$ cat src/rtl/btn_pkg.sv
// Shared types and helpers for the multi-channel button conditioner.
package btn_pkg;

  typedef enum logic [1:0] {
    IDLE      = 2'd0,
    PRESS_CHK = 2'd1,
    HELD      = 2'd2,
    REL_CHK   = 2'd3
  } btn_state_t;

  // Bits needed to hold 0..max_val; never narrower than one bit.
  function automatic int unsigned cnt_width(input int unsigned max_val);
    int unsigned w;
    w = $clog2(max_val + 32'd1);
    return (w == 0) ? 32'd1 : w;
  endfunction

endpackage

$ cat src/rtl/btn_debounce_chan.sv
// One button channel: 2-flop synchroniser, edge debounce FSM, long-press and auto-repeat timing.
module btn_debounce_chan
  import btn_pkg::*;
#(
  parameter int unsigned ACTIVE_LOW      = 1,
  parameter int unsigned DEBOUNCE_CYCLES = 1000000,
  parameter int unsigned LONG_CYCLES     = 50000000,
  parameter int unsigned REPEAT_CYCLES   = 10000000
) (
  input  logic clk,
  input  logic rst,
  input  logic btn_raw,
  output logic btn_level,
  output logic press_pulse,
  output logic release_pulse,
  output logic long_pulse,
  output logic repeat_pulse
);

  localparam int unsigned DEB_W  = cnt_width(DEBOUNCE_CYCLES);
  localparam int unsigned HOLD_W = cnt_width(LONG_CYCLES);
  localparam int unsigned REP_W  = cnt_width(REPEAT_CYCLES);

  localparam logic              IDLE_LVL  = (ACTIVE_LOW != 0);
  localparam logic              REP_EN    = (REPEAT_CYCLES != 0);
  localparam logic [DEB_W-1:0]  DEB_LAST  = DEB_W'(DEBOUNCE_CYCLES - 32'd1);
  localparam logic [HOLD_W-1:0] HOLD_LAST = HOLD_W'(LONG_CYCLES - 32'd1);
  localparam logic [REP_W-1:0]  REP_LAST  =
    REP_W'((REPEAT_CYCLES == 0) ? 32'd0 : REPEAT_CYCLES - 32'd1);

  btn_state_t        state_q, state_d;
  logic              s1_q, s1_d, s2_q, s2_d;
  logic [DEB_W-1:0]  deb_cnt_q, deb_cnt_d;
  logic [HOLD_W-1:0] hold_cnt_q, hold_cnt_d;
  logic [REP_W-1:0]  rep_cnt_q, rep_cnt_d;
  logic              long_done_q, long_done_d;
  logic              level_q, level_d;
  logic              press_q, press_d;
  logic              release_q, release_d;
  logic              long_q, long_d;
  logic              repeat_q, repeat_d;
  logic              act_c;

  // Synchroniser resets to the idle pad level so reset never looks like a press.
  always_ff @(posedge clk) begin
    if (rst) begin
      state_q     <= IDLE;
      s1_q        <= IDLE_LVL;
      s2_q        <= IDLE_LVL;
      deb_cnt_q   <= '0;
      hold_cnt_q  <= '0;
      rep_cnt_q   <= '0;
      long_done_q <= 1'b0;
      level_q     <= 1'b0;
      press_q     <= 1'b0;
      release_q   <= 1'b0;
      long_q      <= 1'b0;
      repeat_q    <= 1'b0;
    end else begin
      state_q     <= state_d;
      s1_q        <= s1_d;
      s2_q        <= s2_d;
      deb_cnt_q   <= deb_cnt_d;
      hold_cnt_q  <= hold_cnt_d;
      rep_cnt_q   <= rep_cnt_d;
      long_done_q <= long_done_d;
      level_q     <= level_d;
      press_q     <= press_d;
      release_q   <= release_d;
      long_q      <= long_d;
      repeat_q    <= repeat_d;
    end
  end

  assign act_c = s2_q ^ IDLE_LVL;

  always_comb begin
    s1_d        = btn_raw;
    s2_d        = s1_q;
    state_d     = state_q;
    deb_cnt_d   = deb_cnt_q;
    hold_cnt_d  = hold_cnt_q;
    rep_cnt_d   = rep_cnt_q;
    long_done_d = long_done_q;
    level_d     = level_q;
    press_d     = 1'b0;
    release_d   = 1'b0;
    long_d      = 1'b0;
    repeat_d    = 1'b0;

    case (state_q)
      IDLE: begin
        if (act_c) begin
          state_d   = PRESS_CHK;
          deb_cnt_d = '0;
        end
      end
      PRESS_CHK: begin
        if (!act_c) begin
          state_d = IDLE;
        end else if (deb_cnt_q == DEB_LAST) begin
          state_d     = HELD;
          press_d     = 1'b1;
          level_d     = 1'b1;
          hold_cnt_d  = '0;
          long_done_d = 1'b0;
        end else begin
          deb_cnt_d = deb_cnt_q + DEB_W'(1);
        end
      end
      HELD: begin
        if (!act_c) begin
          state_d   = REL_CHK;
          deb_cnt_d = '0;
        end else if (!long_done_q) begin
          if (hold_cnt_q == HOLD_LAST) begin
            long_d      = 1'b1;
            long_done_d = 1'b1;
            rep_cnt_d   = '0;
          end else begin
            hold_cnt_d = hold_cnt_q + HOLD_W'(1);
          end
        end else if (REP_EN) begin
          if (rep_cnt_q == REP_LAST) begin
            repeat_d  = 1'b1;
            rep_cnt_d = '0;
          end else begin
            rep_cnt_d = rep_cnt_q + REP_W'(1);
          end
        end
      end
      REL_CHK: begin
        // Hold/repeat counters stay frozen so a release bounce resumes timing.
        if (act_c) begin
          state_d = HELD;
        end else if (deb_cnt_q == DEB_LAST) begin
          state_d   = IDLE;
          release_d = 1'b1;
          level_d   = 1'b0;
        end else begin
          deb_cnt_d = deb_cnt_q + DEB_W'(1);
        end
      end
      default: state_d = IDLE;
    endcase
  end

  assign btn_level     = level_q;
  assign press_pulse   = press_q;
  assign release_pulse = release_q;
  assign long_pulse    = long_q;
  assign repeat_pulse  = repeat_q;

endmodule

$ cat src/rtl/btn_debounce_multi.sv
// N independent debounced button channels with press/release/long/repeat event pulses.
module btn_debounce_multi #(
  parameter int unsigned N_BTN           = 4,
  parameter int unsigned ACTIVE_LOW      = 1,
  parameter int unsigned DEBOUNCE_CYCLES = 1000000,
  parameter int unsigned LONG_CYCLES     = 50000000,
  parameter int unsigned REPEAT_CYCLES   = 10000000
) (
  input  logic             clk,
  input  logic             rst,
  input  logic [N_BTN-1:0] btn_raw,
  output logic [N_BTN-1:0] btn_level,
  output logic [N_BTN-1:0] press_pulse,
  output logic [N_BTN-1:0] release_pulse,
  output logic [N_BTN-1:0] long_pulse,
  output logic [N_BTN-1:0] repeat_pulse
);

  for (genvar i = 0; i < int'(N_BTN); i++) begin : g_chan
    btn_debounce_chan #(
      .ACTIVE_LOW      (ACTIVE_LOW),
      .DEBOUNCE_CYCLES (DEBOUNCE_CYCLES),
      .LONG_CYCLES     (LONG_CYCLES),
      .REPEAT_CYCLES   (REPEAT_CYCLES)
    ) u_chan (
      .clk           (clk),
      .rst           (rst),
      .btn_raw       (btn_raw[i]),
      .btn_level     (btn_level[i]),
      .press_pulse   (press_pulse[i]),
      .release_pulse (release_pulse[i]),
      .long_pulse    (long_pulse[i]),
      .repeat_pulse  (repeat_pulse[i])
    );
  end

endmodule

$ cat config.mk
export PLATFORM = sky130hd
export DESIGN_NAME = btn_debounce_multi
export DESIGN_NICKNAME = d
export VERILOG_FILES = /design/src/rtl/btn_pkg.sv /design/src/rtl/btn_debounce_chan.sv /design/src/rtl/btn_debounce_multi.sv
export SDC_FILE = /design/constraint.sdc
export NUM_CORES = 1
export LEC_CHECK = 0
export BUFFER_PORTS_ARGS = -buffer_cell sky130_fd_sc_hd__buf_4
export CORE_UTILIZATION = 40
export DETAILED_ROUTE_END_ITERATION = 12
export MAX_ROUTING_LAYER = met4
export RECOVER_POWER = 100
export SYNTH_ARGS = -nofsm -noshare
export SYNTH_HDL_FRONTEND = slang
export SYNTH_SLANG_ARGS = --single-unit
$ cat constraint.sdc
create_clock -name clk -period 4.1 [get_ports clk]
set_input_delay 0.615 -clock clk [delete_from_list [all_inputs] [get_ports clk]]
set_output_delay 0.615 -clock clk [all_outputs]
set_load 0.005 [all_outputs]
# == Word-level counts from Yosys, hierarchy flattened ==
# Index checks and enable logic that the tools add are counted.
# totals
register_bits,320
inputBits,6
out_inout_bits,20
word_cells,340
# op_classes
addsub,12
eq_ne,68
n_mux,136
n_bitwise,20
n_reduce_logical,56
# ops
cell,count
$mux 26,20
$mux 20,20
$pmux 20 s4,4
$mux 24,12
$pmux 26 s2,4
$add 26x1->26 const B,4
$eq 26x26->1 const B,4
$add 24x1->24 const B,4
$eq 24x24->1 const B,4
$add 20x1->20 const B,4
$eq 20x20->1 const B,4
$mux 2,24
$reduce_and 4->1,12
$mux 1,40
$ne 2x2->1 const B,20
$ne 2x1->1 const B,16
$pmux 2 s4,4
$reduce_or 4->1,8
$reduce_and 6->1,4
$reduce_bool 2->1,12
$reduce_or 3->1,8
$not 1->1,20
$reduce_and 5->1,4
$eq 2x2->1 const B,8
other kinds (6),28

# == Logic depth before layout (Yosys ltp) ==
# Gate-level depths: netlist of run 1.
# logic_depth
depth_word,5
mapped_depth,10
depth_no_buf,7

# == Cells and area by module ==
# Synthesis of run 1 repeated with hierarchy kept, for this count alone.
# hier_totals
cells_unflattened,2004
area_unflattened_um2,16390.7
# by_module_without_submodules
mod,instances,cells_each,area_per_inst_um2
btn_debounce_chan,4,501,4097.7

# == Worst setup path before layout of run 1 ==
# OpenSTA, ideal clock, no wires.
# synth_timing
path_kind,register -> register
startpoint,register g_chan[0].u_chan.deb_cnt_q[0]
endpoint,register g_chan[0].u_chan.hold_cnt_q[2]
setup_ns,0.070
arrival_time_ns,2.269
required_ns,4.030
slack_ns,1.761
stages_incl_launch_ff,9
n_path_buf,1
path_cell_list,dfxtp_1 ha_1 nand2_1 or4b_1 buf_4 nor4_4 nor2_2 or4b_1 a21oi_1
# synth_via
elab_chain_len,3
# synth_lines
element,line_no,source
"start, declared",btn_debounce_chan.sv:33,"logic [DEB_W-1:0] deb_cnt_q, deb_cnt_d;"
"start signal, assigned",btn_debounce_chan.sv:63,deb_cnt_q <= deb_cnt_d;
$eq 20x20->1,btn_debounce_chan.sv:101,end else if (deb_cnt_q == DEB_LAST) begin
$ne 2x1->1 (no source line),n/a,
$reduce_and 6->1 (no source line),n/a,
"end signal, assigned",btn_debounce_chan.sv:64,hold_cnt_q <= hold_cnt_d;
"end, declared",btn_debounce_chan.sv:34,"logic [HOLD_W-1:0] hold_cnt_q, hold_cnt_d;"
# Every way passes these cells.
# A chain may end at the register's enable or synchronous reset.

# == Worst setup path after layout of run 1 ==
# layout_timing
startpoint,register g_chan[2].u_chan.rep_cnt_q[0]
endpoint,register g_chan[2].u_chan.rep_cnt_q[14]
# layout_via
elab_chain_len,3
# layout_lines
element,line_no,source
"start, declared",btn_debounce_chan.sv:35,"logic [REP_W-1:0] rep_cnt_q, rep_cnt_d;"
"start signal, assigned",btn_debounce_chan.sv:65,rep_cnt_q <= rep_cnt_d;
$add 24x1->24 / $eq 24x24->1 (equally long branches),"btn_debounce_chan.sv:128, btn_debounce_chan.sv:124",
$mux 24 (*),btn_debounce_chan.sv:124,if (rep_cnt_q == REP_LAST) begin
$mux 24 (*),btn_debounce_chan.sv:115,end else if (!long_done_q) begin
# Every way passes the cells marked *; elsewhere a longest branch is shown, timed or not.

==> flow_summary.ini, run 1 <==
[run_status]
status = finished, violations left
violations = max-capacitance violations, max-slew violations

[clock_network]
cts_buffers = 37
holdBufCountCts = 0
cts_tree = yes
cts_buffer_depth = 3
cts-root-buf = clkbuf_16
clock-sinks = 320
cts_max_level = 2
post_cts_resized = 0
cts_setup_buffers = 0
clk_latency_ns = 0.53
clk_pin_slew_ns = 0.06

[critical_path]
cp-start-kind = flip-flop
crit_type = flip-flop to flip-flop
worstPathRequired_ns = 4.49
reg2reg_depth = 8
r2r_setup_slack_ns = 0.84
r2r-end = g_chan[2].u_chan.rep_cnt_q[14]
reg2reg_from = g_chan[2].u_chan.rep_cnt_q[0]
arrival_ns = 3.65
endpoint_kind = flip-flop
worstPathMaxFanout = 11

[cells_and_area]
syn_to_final_growth_pct = 10.1
drive_gt1_share_pct = 5.90
nFillCells = 3912
finalInstanceArea_um2 = 17600
diodes = 0
layout.nets = 1980

[synthesis]
synth_warnings = 0
synthesis.area_um2 = 16000
synthCells = 1986
synth.distinct_cells = 78
synth.avg_cell_area_um2 = 8.06
synth-main-ff-cell = dfxtp_1
ys_seq_elements = 320
syn_nets = 2004
yosysSeqAreaShare_pct = 40.0
synth_edf_count = 0
async_flop_share_pct = 0

[pwr]
leakage_nw = 5.55
finalPower_mw = 6.52
ir_drop_mv = 0.224
powerDensity_nw_per_um2 = 370

[routing]
vias_per_cell = 5.68
wirelength_um = 37200
ant_nets = 0
drc_errors = 0
first_iter_violations = 833
drtPass1Iterations = 6
vias = 14200
avgRoutedWirePerCell_um = 14.9

[hold_path]
whs_path_depth = 2
holdCritStartpoint = btn_raw[1]
min_path_type = input port to flip-flop
holdPathEnd = g_chan[1].u_chan.s1_q

[floorplan]
row_count = 72
coreArea_um2 = 39100
fp.dieH_um = 202
die_w_um = 202
die-area_um2 = 40800
start_util_pct = 40.9
pin_count = 26

[grt]
grt_antenna_before_repair = 0
overflow = 0
grt_pass1_wl_um = 64400
grt_pass1_vias = 13300
grt_max_degree = 88
track_usage_pct = 18.9

[place]
dp_hpwl_um = 24800
gp_congestion = 0.846
numPortBuffers = 25
dpl_cell_area_um2 = 16500

[timing]
fin_crit_sh_pct = 79.6
fin_tns_setup_ns = 0
clock_skew_ns = 0.0148
tightest_slew_ns = 1.80
period_needed_ns = 3.26
slew_violations = 96
final_hold_viol_count = 0
setup_viol_count_final = 0
fmax_mhz = 307
slew_headroom_pct = -21.1
grt_setup_unrepaired = no

[job]
drv_cap = 5
-- layout make-up --
type / count / area (um^2) / share of cell area, %
clock inverters: 13 / 170 / 0.966
flip-flops and latches: 320 / 6410 / 36.4
inverters: 23 / 86.3 / 0.490
well taps: 518 / 648 / 3.68
repair buffers: 43 / 294 / 1.67
multi-input cells: 1537 / 8990 / 51.0
clock buffers: 48 / 1030 / 5.83
-- cells in the final DEF, fill, tap and decap left out, types with 17 or more instances in the layout --
| cell type | instances |
|---|---|
| dfxtp_1 | 320 |
| nor2_1 | 262 |
| nand2_1 | 162 |
| a21oi_1 | 131 |
| nand3_1 | 117 |
| o21ai_0 | 116 |
| xnor2_1 | 84 |
| nor3_1 | 77 |
| nand4_1 | 74 |
| xor2_1 | 42 |
| a31oi_1 | 42 |
| and3_1 | 40 |
| or3_1 | 37 |
| clkbuf_16 | 37 |
| nor4_1 | 31 |
| and4_1 | 26 |
| inv_1 | 23 |
| nor4b_1 | 20 |
| and2_1 | 20 |
| o31ai_1 | 19 |
| clkbuf_4 | 18 |
| or4_1 | 17 |
-- per-stage QoR --
| step | util (%) | hold WS (ns) | cells | worst slack [ns] |
|---|---|---|---|---|
| floorplan | - | 0.389 | 1986 | 1.76 |
| global placement | 42.2 | 0.391 | 2441 | 1.29 |
| detailed placement | 42.2 | 0.393 | 2441 | 1.23 |
| CTS | 45.3 | 0.235 | 2502 | 1.20 |
| global route | 45.1 | 0.241 | 2502 | 0.564 |
| finish | 45.1 | 0.268 | 2502 | 0.838 |
-- synthesized netlist by cell type (all sizes together) (8+ instances only) --
master,count,area share (%)
nor4,38,1.9
a31oi,42,1.6
nand2,162,3.8
buf,36,1.4
inv,23,0.54
a21oi,131,4.1
nor3b,9,0.49
nor4b,20,1.1
or3,37,1.4
ha,12,0.94
nand4b,8,0.44
and2,27,1.1
dfxtp,320,40
clkbuf,70,1.6
nor4bb,11,0.69
nand3b,8,0.38
nand3,117,3.7
nor2b,12,0.47
a311oi,12,0.66
nor2,262,6.2
nand4,74,2.9
nand2b,14,0.55
or2,15,0.59
a211oi,16,0.86
a41oi,8,0.44
and3,40,1.6
xor2,42,2.3
and4,26,1.4
o31ai,19,0.89
or4,17,0.80
xnor2,84,4.6
nor3,77,2.4
o21ai,118,3.7
o211ai,8,0.38
-- critical path: stages (launching register included) --
cell      delay, ns
dfxtp_1        0.38
ha_1           0.21
nand3_1        0.13
or4_1          0.55
o21ai_0        0.97
clkbuf_1       0.49
a31oi_1        0.07
o21ai_0        0.21
a21oi_1        0.10
-- cells by family after synthesis --
logic type	share of synthesized area, %
and+or+nand+nor	32.5
AOI/OAI and AO/OA	15.6
buffers and inverters	3.59
DFF	40.0
adders and majority gates	0.938
xor gates and xnor gates	6.89
muxes	0.445
-- report_power, final --
group	internal, mW	switching [mW]
combinational	0.0235	0.0796
clock	2.01	1.29
sequential	3.12	0.00898
total	5.15	1.37
-- how the worst max path moves through the flow --
stage,startpoint,to,slack [ns]
after detailed placement,g_chan[0].u_chan.hold_cnt_q[0],g_chan[0].u_chan.hold_cnt_q[8],1.23
after global routing,g_chan[2].u_chan.rep_cnt_q[0],g_chan[2].u_chan.rep_cnt_q[22],0.56
after CTS,g_chan[0].u_chan.hold_cnt_q[0],g_chan[0].u_chan.hold_cnt_q[8],1.20
after floorplan,g_chan[0].u_chan.deb_cnt_q[0],g_chan[0].u_chan.hold_cnt_q[2],1.76
final,g_chan[2].u_chan.rep_cnt_q[0],g_chan[2].u_chan.rep_cnt_q[14],0.84
after global placement,g_chan[0].u_chan.hold_cnt_q[0],g_chan[0].u_chan.hold_cnt_q[8],1.29
-- sequential cells by signal, summed over array words and instances, names as in the netlist, named ones only --
name                         flops
g_chan.u_chan.s1_q               4
g_chan.u_chan.long_pulse         4
g_chan.u_chan.hold_cnt_q       104
g_chan.u_chan.deb_cnt_q         80
g_chan.u_chan.rep_cnt_q         96
g_chan.u_chan.btn_level          4
g_chan.u_chan.long_done_q        4
g_chan.u_chan.repeat_pulse       4
g_chan.u_chan.press_pulse        4
g_chan.u_chan.state_q            4
g_chan.u_chan.release_pulse      4
g_chan.u_chan.s2_q               4
-- metal layers --
layer  wire (um)  up-vias  global-route usage, %  part of all wire [%]
met1       18500     6735                   25.5                    50
li1            -     7200                      -                     -
met3        1460       52                   2.76                   3.9
met5           0        -                      -                     0
met2       16600      235                   29.1                    45
met4         705        0                   5.93                   1.9
Note: power is estimated with default switching activity, not from simulation.
==> inputs of run 2 (changes only) <==
- ABC_AREA: default -> 1
- clock period: 4.1 -> 3.1 ns (I/O delays scaled with it)
==> flow_summary.ini, run 2 <==
[cells_and_area]
syn_to_final_growth_pct = 8.30
reg.largest.list = g_chan.u_chan.hold_cnt_q: 104 flops, g_chan.u_chan.rep_cnt_q: 96 flops, g_chan.u_chan.deb_cnt_q: 80 flops
layout_common_cells = nand2_1, nor2_1, inv_1
final_common_cell = nand2_1
regMostFlops = g_chan.u_chan.hold_cnt_q
nFillCells = 5407
layout.cells.non_filler = 3986
diodes = 0
drive_gt1_share_pct = 4.70
finalInstanceArea_um2 = 21600
fin_util_pct = 44.0
layout.nets = 3313
largest_reg_flops = 104

[routing]
avgRoutedWirePerCell_um = 12.7
ant_nets = 0
drc_errors = 0
vias_per_cell = 4.94
wirelength_um = 50800
first_iter_violations = 1423
vias = 19700
drtPass1Iterations = 6

[floorplan]
coreArea_um2 = 49100
pin_count = 26
row_count = 81
fp.dieH_um = 225
die-area_um2 = 50700
start_util_pct = 40.7
die_w_um = 225

[synthesis]
netlist.area_leader.share_pct = 32.1
synth-main-ff-cell = dfxtp_1
synthAdderAreaFrac_pct = 0.753
synth_warnings = 0
synth-simple-area-share_pct = 45.1
synthCells = 3314
post-synth-top-area-cell = dfxtp_1
synth_xor_area_share_pct = 2.24
synth_edf_count = 0
synth.distinct_cells = 52
post-synth-top-count-cell = nand2_1
yosysSeqAreaShare_pct = 32.1
syn_nets = 3332
synth_top_family_by_area = simple AND/OR/NAND/NOR gates
ys_top_cells_by_area = dfxtp_1, nand2_1, nor2_1
synthesis.area_um2 = 19900
synth_common_cells = nand2_1, nor2_1, inv_1, dfxtp_1, nand3_1
ys_seq_elements = 320
synth_mux_area_share_pct = 0
synth-compound-area-share_pct = 8.07
synth.avg_cell_area_um2 = 6.02
async_flop_share_pct = 0

[grt]
grt_max_degree = 57
overflow = 0
grt_pass1_wl_um = 86000
track_usage_pct = 20.7
grt_pass1_vias = 17600
grt_antenna_before_repair = 0

[timing]
period_needed_ns = 2.65
finalWorstSetupSlack_ns = 0.454
setup_viol_count_final = 0
fmax_mhz = 378
hold_slack_ns = 0.0860
grt_setup_unrepaired = no
fin_crit_sh_pct = 85.4
final_hold_viol_count = 0
fin_tns_setup_ns = 0
slew_headroom_pct = 15.2
clock_skew_ns = 0.0301
tightest_slew_ns = 1.27
slew_violations = 0

[hold_path]
holdCritStartpoint = btn_raw[2]
min_path_type = input port to flip-flop
holdPathEnd = g_chan[2].u_chan.s1_q
whs_path_depth = 2

[critical_path]
crit_type = flip-flop to flip-flop
r2r-end = g_chan[2].u_chan.hold_cnt_q[17]
endpoint_kind = flip-flop
path_delay_family = simple AND/OR/NAND/NOR gates
reg2reg_from = g_chan[2].u_chan.deb_cnt_q[0]
crit_path_top_delay_cell = clkbuf_1
r2r_setup_slack_ns = 0.45
critPathBufInv = 3
crit_path_max_incr_delay_ns = 0.72
reg2reg_depth = 12
cp-start-kind = flip-flop
arrival_ns = 3.16
crit_path_frequent_cell = nand2_1
worstPathMaxFanout = 18
worstPathRequired_ns = 3.62
cp_cell_sequence = ha_1 -> nand3_1 -> inv_1 -> nand2_1 -> nor2_1 -> nand3b_1 -> nand2_1 -> clkbuf_1 -> nand3_1 -> nand2_1 -> inv_1 -> nor2_1

[run_status]
status = finished, final reports clean

[clock_network]
cts_max_level = 2
holdBufCountCts = 0
cts-root-buf = clkbuf_16
clk_latency_ns = 0.57
cts_tree = yes
cts_buffer_depth = 3
cts_buffers = 39
clock-sinks = 320
clk_pin_slew_ns = 0.06
cts_setup_buffers = 0
post_cts_resized = 0

[place]
gp_congestion = 0.931
dpl_cell_area_um2 = 20500
dp.cells = 3918
dp_hpwl_um = 36400
post-place-ws_ns = 0.751
numPortBuffers = 25

[pwr]
leakage_nw = 7.93
ir_drop_mv = 0.304
finalPower_mw = 8.96
powerDensity_nw_per_um2 = 415

[job]
drv_cap = 0
[run 2: changes by cell type in the layout (fill, tap and decap cells not counted), sizes merged, moves of 37 or more]
cell,delta
nand2,+798
xnor2,-73
a31oi,-41
or3,-37
nor2,+296
nand3,+202
inv,+422
[run 2: cell families after synthesis]
family | count (synthesis)
xor+xnor | 51
buf+inv | 552
simple gates | 2081
compound gates | 298
flops | 320
fa+ha+maj | 12
[run 2: how the worst max path moves through the flow]
stage	start	to	slack, ns	cells after the start
floorplan	g_chan[3].u_chan.hold_cnt_q[0]	g_chan[3].u_chan.hold_cnt_q[12]	1.29	12
global placement	g_chan[3].u_chan.hold_cnt_q[0]	g_chan[3].u_chan.hold_cnt_q[18]	0.81	11
detailed placement	g_chan[3].u_chan.hold_cnt_q[0]	g_chan[3].u_chan.hold_cnt_q[18]	0.75	11
CTS	g_chan[3].u_chan.hold_cnt_q[0]	g_chan[3].u_chan.hold_cnt_q[2]	0.73	11
global route	g_chan[2].u_chan.deb_cnt_q[1]	g_chan[2].u_chan.hold_cnt_q[25]	0.24	12
finish	g_chan[2].u_chan.deb_cnt_q[0]	g_chan[2].u_chan.hold_cnt_q[17]	0.45	12
[run 2: power by group]
part	switching, mW	leakage [nW]	internal (mW)
sequential	0.0105	2.58	4.12
combinational	0.143	4.73	0.0424
clock	1.83	0.620	2.82
total	1.98	7.93	6.98
[run 2: area by class of cell]
type	instances	area [um^2]	area share, %
Clock inverter	12	171	0.794
Timing Repair Buffer	43	269	1.25
Clock buffer	56	1110	5.14
Tap cell	664	831	3.85
Sequential cell	320	6410	29.7
Inverter	449	1690	7.83
Multi-Input combinational cell	2442	11100	51.5
[run 2: routing by layer]
metal  share of wire (%)  track usage (%)
met4                 2.0             5.35
met1                  50             28.2
met5                   0                -
met2                  44             32.1
met3                 4.1             2.80
